## src/rtl/instruction_fetch.sv

```systemverilog
// -----------------------------------------------------------------------------
// instruction_fetch
//   IF stage plus IF/ID pipeline register.
//   - Owns the PC and presents it to the memory controller's instruction port.
//   - Captures the combinationally returned instruction into the D stage.
//   - A start/halt FSM, driven by the synchronized switchStart level, gates
//     fetching.
//   - Applies hazard-unit stall/flush controls and EX-stage branch redirects.
//
// Optional feature macro: IFETCH_PERF_EN
//   When defined, the fetchCount and stallCount performance counter outputs
//   are added.
//
// Ports
//   clk            in   1   system clock, rising edge
//   reset          in   1   synchronous, active-high
//   switchStart    in   1   board start switch (asynchronous level)
//   stallF         in   1   hold PC
//   stallD         in   1   hold IF/ID register
//   flushD         in   1   bubble IF/ID register
//   pcSrcE         in   1   taken branch/jump resolved in EX
//   branchTargetE  in   32  redirect address from EX
//   instruction    in   32  instruction word for pc (same-cycle read)
//   pc             out  32  fetch address
//   instrD         out  32  D-stage instruction
//   pcD            out  32  D-stage PC
//   pcPlus4D       out  32  pcD + 4
//   validD         out  1   D stage holds a real instruction
//   running        out  1   FSM in RUN
//   fetchCount     out  32  (IFETCH_PERF_EN) valid D loads since start
//   stallCount     out  32  (IFETCH_PERF_EN) RUN cycles stalled by stallF
// -----------------------------------------------------------------------------
module instruction_fetch #(
  parameter logic [31:0] RESET_PC   = 32'h0000_0000,
  parameter int unsigned IMEM_WORDS = 1024,
  parameter logic [31:0] HALT_INSTR = 32'hFFFF_FFFF,
  parameter logic [31:0] NOP_INSTR  = 32'h0000_0000
) (
  input  logic        clk,
  input  logic        reset,
  input  logic        switchStart,
  input  logic        stallF,
  input  logic        stallD,
  input  logic        flushD,
  input  logic        pcSrcE,
  input  logic [31:0] branchTargetE,
  input  logic [31:0] instruction,
  output logic [31:0] pc,
  output logic [31:0] instrD,
  output logic [31:0] pcD,
  output logic [31:0] pcPlus4D,
  output logic        validD,
  output logic        running
`ifdef IFETCH_PERF_EN
  ,
  output logic [31:0] fetchCount,
  output logic [31:0] stallCount
`endif
);

  typedef enum logic [1:0] {
    ST_IDLE = 2'd0,
    ST_RUN  = 2'd1,
    ST_HALT = 2'd2
  } state_t;

  // First address past the end of instruction memory; sequential fetch wraps here.
  localparam logic [31:0] PC_LIMIT = RESET_PC + (32'(IMEM_WORDS) << 2);

  state_t      r_state;
  state_t      w_state_nxt;
  logic        r_sw_meta;
  logic        r_sw_q;
  logic        r_sw_q_d;
  logic [31:0] r_pc;
  logic [31:0] r_instrD;
  logic [31:0] r_pcD;
  logic [31:0] r_pcPlus4D;
  logic        r_validD;
  logic        r_running;

  logic        w_rise;
  logic        w_run;
  logic        w_start;
  logic        w_halt_hit;
  logic        w_bubble;
  logic        w_load;
  logic [31:0] w_pc_inc;
  logic [31:0] w_pc_seq;
  logic [31:0] w_pc_nxt;
  logic        w_unused;

  // Redirect targets are word-aligned by dropping the low bits.
  assign w_unused = ^branchTargetE[1:0];

  assign w_rise     = r_sw_q & ~r_sw_q_d;
  assign w_run      = (r_state == ST_RUN);
  assign w_start    = (r_state == ST_IDLE) & w_rise;
  // The halt word only counts once it is actually leaving D.
  assign w_halt_hit = w_run & r_validD & (r_instrD == HALT_INSTR) & ~stallD & ~flushD;
  assign w_bubble   = flushD | pcSrcE | ~w_run;
  assign w_load     = ~w_bubble & ~stallD;

  assign w_pc_inc   = r_pc + 32'd4;
  assign w_pc_seq   = (w_pc_inc == PC_LIMIT) ? RESET_PC : w_pc_inc;

  always_comb begin
    w_pc_nxt = r_pc;
    if (w_start) begin
      w_pc_nxt = RESET_PC;
    end else if (w_run) begin
      if (pcSrcE) begin
        w_pc_nxt = {branchTargetE[31:2], 2'b00};
      end else if (!stallF) begin
        w_pc_nxt = w_pc_seq;
      end
    end
  end

  always_comb begin
    w_state_nxt = r_state;
    unique case (r_state)
      ST_IDLE: if (w_rise)     w_state_nxt = ST_RUN;
      ST_RUN:  if (w_halt_hit) w_state_nxt = ST_HALT;
      ST_HALT: if (!r_sw_q)    w_state_nxt = ST_IDLE;
      default:                 w_state_nxt = ST_IDLE;
    endcase
  end

  always_ff @(posedge clk) begin
    if (reset) begin
      r_sw_meta  <= 1'b0;
      r_sw_q     <= 1'b0;
      r_sw_q_d   <= 1'b0;
      r_state    <= ST_IDLE;
      r_running  <= 1'b0;
      r_pc       <= RESET_PC;
      r_instrD   <= NOP_INSTR;
      r_pcD      <= '0;
      r_pcPlus4D <= 32'd4;
      r_validD   <= 1'b0;
    end else begin
      r_sw_meta <= switchStart;
      r_sw_q    <= r_sw_meta;
      r_sw_q_d  <= r_sw_q;
      r_state   <= w_state_nxt;
      r_running <= (w_state_nxt == ST_RUN);
      r_pc      <= w_pc_nxt;
      if (w_bubble) begin
        // pcD/pcPlus4D deliberately keep their last values on a bubble.
        r_instrD <= NOP_INSTR;
        r_validD <= 1'b0;
      end else if (w_load) begin
        r_instrD   <= instruction;
        r_pcD      <= r_pc;
        r_pcPlus4D <= w_pc_inc;
        r_validD   <= 1'b1;
      end
    end
  end

`ifdef IFETCH_PERF_EN
  logic [31:0] r_fetch_cnt;
  logic [31:0] r_stall_cnt;

  // Counting only happens in RUN, so both values freeze in HALT.
  always_ff @(posedge clk) begin
    if (reset || w_start) begin
      r_fetch_cnt <= '0;
      r_stall_cnt <= '0;
    end else begin
      if (w_load)                     r_fetch_cnt <= r_fetch_cnt + 32'd1;
      if (w_run && stallF && !pcSrcE) r_stall_cnt <= r_stall_cnt + 32'd1;
    end
  end

  assign fetchCount = r_fetch_cnt;
  assign stallCount = r_stall_cnt;
`endif

  assign pc       = r_pc;
  assign instrD   = r_instrD;
  assign pcD      = r_pcD;
  assign pcPlus4D = r_pcPlus4D;
  assign validD   = r_validD;
  assign running  = r_running;

endmodule
```

## config.mk

```make
export PLATFORM = sky130hd
export DESIGN_NAME = instruction_fetch
export DESIGN_NICKNAME = d
export VERILOG_FILES = /design/src/rtl/instruction_fetch.sv
export SDC_FILE = /design/constraint.sdc
export NUM_CORES = 1
export LEC_CHECK = 0
export ABC_AREA = 1
export CORE_MARGIN = 5
export CORE_UTILIZATION = 43
export CTS_CLUSTER_DIAMETER = 40
export DETAILED_ROUTE_END_ITERATION = 8
export PLACE_DENSITY_LB_ADDON = 0.3
export RECOVER_POWER = 50
export SLEW_MARGIN = 20
export SYNTH_ARGS = -nofsm -noshare
export SYNTH_HDL_FRONTEND = slang
export SYNTH_SLANG_ARGS = --single-unit
```

## constraint.sdc

```tcl
create_clock -name clk -period 2.3 [get_ports clk]
set_clock_uncertainty 0.1 [all_clocks]
set_input_delay 0.345 -clock clk [delete_from_list [all_inputs] [get_ports clk]]
set_output_delay 0.345 -clock clk [all_outputs]
set_load 0.005 [all_outputs]
```

==> results by group <==
Drt
  • Final ANT Viol Nets: 0
  • DR iter-0 viols: 487
  • Detailed Routing Iterations Pass 1: 6
  • Routed wire per std cell: 16.49 um
  • Post-Route WL: 20120 um
  • DRC violations left: 0
  • Vias/cell: 5.172
  • Via count: 6310

Logic synthesis
  • Flops & latches, synth: 129
  • Number of synthesized flops with an enable pin: 0
  • Ys flop type: dfxtp_1
  • Top-count cell post-synth: nand2_1
  • Yosys top cell by area: dfxtp_1
  • Avg Synthesized Cell Area: 7.142 um^2
  • FFs w/ async S/R, synth: 0%
  • Distinct cells, synth: 34
  • Syn Inst Count: 829
  • Register area share after synthesis: 43.62%
  • Top cells by count, synth: nand2_1, dfxtp_1, a21oi_1
  • Top cell type's share of synthesized area: 43.62%
  • Top post-synthesis cells by area: dfxtp_1, nand2_1, a21oi_1
  • Synth Cell Area: 0.005921 mm^2
  • Synth warn: 0

Clock network
  • Hold Buf Count CTS: 0
  • H-tree Lvls: 4
  • CTS buffer count: 17
  • Clk sinks: 129
  • Clock Tree Buf Depth: 2
  • Clock-pin transition on the worst setup and hold timing paths: 0.06 ns
  • CTS root buffer: clkbuf_16
  • CTS tree: built
  • Clk_lat worst skew: 0.42 ns

Timing
  • Final Hold Slack: 0.3038 ns
  • Slew @ Worst Pin: 0.6841 ns
  • Setup Viol. Count Final: 0
  • Min cycle time layout: 2.150 ns
  • Tcrit/Tclk final: 93.50%
  • Max Fclk: 465.0 MHz
  • Final Hold Vio Count: 0
  • Worst relative slew slack: 54.39%
  • Max Slew Vio Count: 0

Worst setup path
  • Worst reg2reg path startpoint: pc[2]
  • Critical Path Fanout Max: 4
  • Critical Path AT: 2.35 ns
  • CP endpoint kind: flop
  • Startpoint types: flop
  • Critical path class: flop to flop
  • Reg2Reg Setup Slack: 0.15 ns
  • Worst reg2reg endpoint: pc[2]
  • R2r worst-path depth: 14
  • Worst path required time: 2.50 ns
  • CP Launch Point: pc[2]
  • Crit path to: pc[2]

Cells and area
  • Utilization after layout: 65.80%
  • # diodes: 0
  • Area Overhead vs Synth: 48.35%
  • Ratio of cells with drive above 1 in the final layout: 10.54%
  • Layout fillers: 1187
  • Fin nets: 1104

Pwr
  • P_leak: 3.640 nW
  • Max IR drop VDD: 0.0004307 V
  • Pwr per Cell Area: 626.3 mW/mm^2

Die
  • Row Count: 42
  • Die area: 0.01622 mm^2
  • Initial core utilization: 44.36%
  • Core Region: 0.01335 mm^2
  • Die Ht: 127.3 um
  • Io pins: 201
  • Die width: 127.3 um

Place
  • GP Congestion: 0.9145
  • Detail Placement HPWL: 14500 um
  • Port Buffer Count: 192

GRT
  • Largest net degree at the start of global routing: 69
  • Grt total ovfl: 0
  • First-pass GRT wire length: 32150 um
  • Vias in the first global route: 6018
  • All-Layer GR Usage: 24.84%
  • Initial antenna violation count: 0

Worst hold path
  • Hold path start: r_sw_meta
  • Min-Delay Path Class: flop to flop

Flow run
  • # Max-Cap Violations: 0

Status
  • Status: finished, final reports clean
-- critical path, cell delays in order, from the launching register on --
cell and delay [ns]:
dfxtp_1 0.35, ha_2 0.22, nand2_1 0.09, nor2_4 0.19
nand2_4 0.08, nor2_1 0.16, nand2_1 0.07, nand2_1 0.05
nand2_1 0.09, nor2_1 0.14, nand3_1 0.08, nor2_1 0.14
nand2_2 0.11, nand2_1 0.09, a21oi_2 0.05
-- final cells by class --
type	count	area, um^2	area share [%]
Sequential cell	129	2590	29.49
Clock inverter	10	133.9	1.524
Tap cell	176	220.2	2.507
Timing Repair Buffer	228	2232	25.41
Clock buffer	22	464.2	5.285
Multi-Input combinational cell	585	2880	32.79
Inverter	70	262.8	2.991
-- registers in the layout (all words and copies together) (netlist names) --
name / cells
r_sw_meta: 1
pcD: 30
instrD: 32
pcPlus4D: 30
running: 1
r_sw_q_d: 1
validD: 1
r_state: 2
r_sw_q: 1
pc: 30
-- placed cells by master, fill, tap and decap left out, types with 2 or more instances in the layout --
master,n
clkinv_2,4
nand2_2,13
nand3b_1,7
o21ai_0,66
dlygate4sd3_1,90
dfxtp_2,6
a21oi_1,112
clkinvlp_4,2
nor4_1,4
buf_12,4
nor2_1,65
o21a_1,3
clkbuf_8,2
clkbuf_1,5
and2_1,2
nor3_1,2
a21oi_2,3
nand2_4,2
a211oi_1,12
clkbuf_16,17
bufinv_16,3
nand2_1,199
conb_1,6
nand4_1,8
nor2_4,7
xor2_1,5
o21bai_1,15
dfxtp_1,123
nor2_2,10
nand3_1,29
o211ai_1,9
clkdlybuf4s50_1,102
inv_2,3
inv_1,66
buf_4,29
-- per-layer routing --
layer  wire length [um]  track usage, %  share of wire [%]
met1               8670           32.79                 43
met4                378           7.697                1.9
met5                  0               0                  0
met2               9312           39.58                 46
met3               1762           6.886                8.8
-- per-stage QoR --
stage	instance area [um^2]	power, mW	std cells	TNS, ns	setup slack, ns
2_1_floorplan	5939	2.539	834	0	0.2814
3_3_place_gp	8178	2.826	1187	0	0.2156
3_5_place_dp	8178	2.827	1187	0	0.1866
4_1_cts	8776	5.543	1219	0	0.1753
5_1_grt	8783	5.716	1220	-0.006717	-0.006717
6_report	8783	5.501	1220	0	0.1495
-- where the power goes --
| group | internal, mW | switching [mW] |
|---|---|---|
| logic | 0.238 | 0.228 |
| registers | 2.28 | 0.0408 |
| clock network | 1.75 | 0.965 |
-- logic make-up (layout without fill, tap and decap cells) --
kind of cell / Yosys count / after routing / share of synthesized area (%)
AND/OR/NAND/NOR: 350 / 350 / 26.29
AO/OA/AOI/OAI: 221 / 221 / 20.54
XOR/XNOR: 6 / 6 / 0.8876
other: 1 / 6 / 0.06334
adder cells (fa/ha/maj): 2 / 2 / 0.4226
flip-flops: 129 / 129 / 43.62
buffers and inverters: 120 / 330 / 8.178
-- timing repair --
action	in CTS	in global routing
setup buffers	0	1
gates resized for setup	0	9
setup endpoints to repair	0	3
-- worst min path at each step --
stage	slack (ns)	cells after the start	endpoint
after global routing	0.33	2	r_sw_q
after detailed placement	0.30	2	r_sw_q
final	0.30	2	r_sw_q
after global placement	0.30	2	r_sw_q
after floorplan	0.29	2	r_sw_q
after CTS	0.31	2	r_sw_q
(Power assumes the default switching activity.)
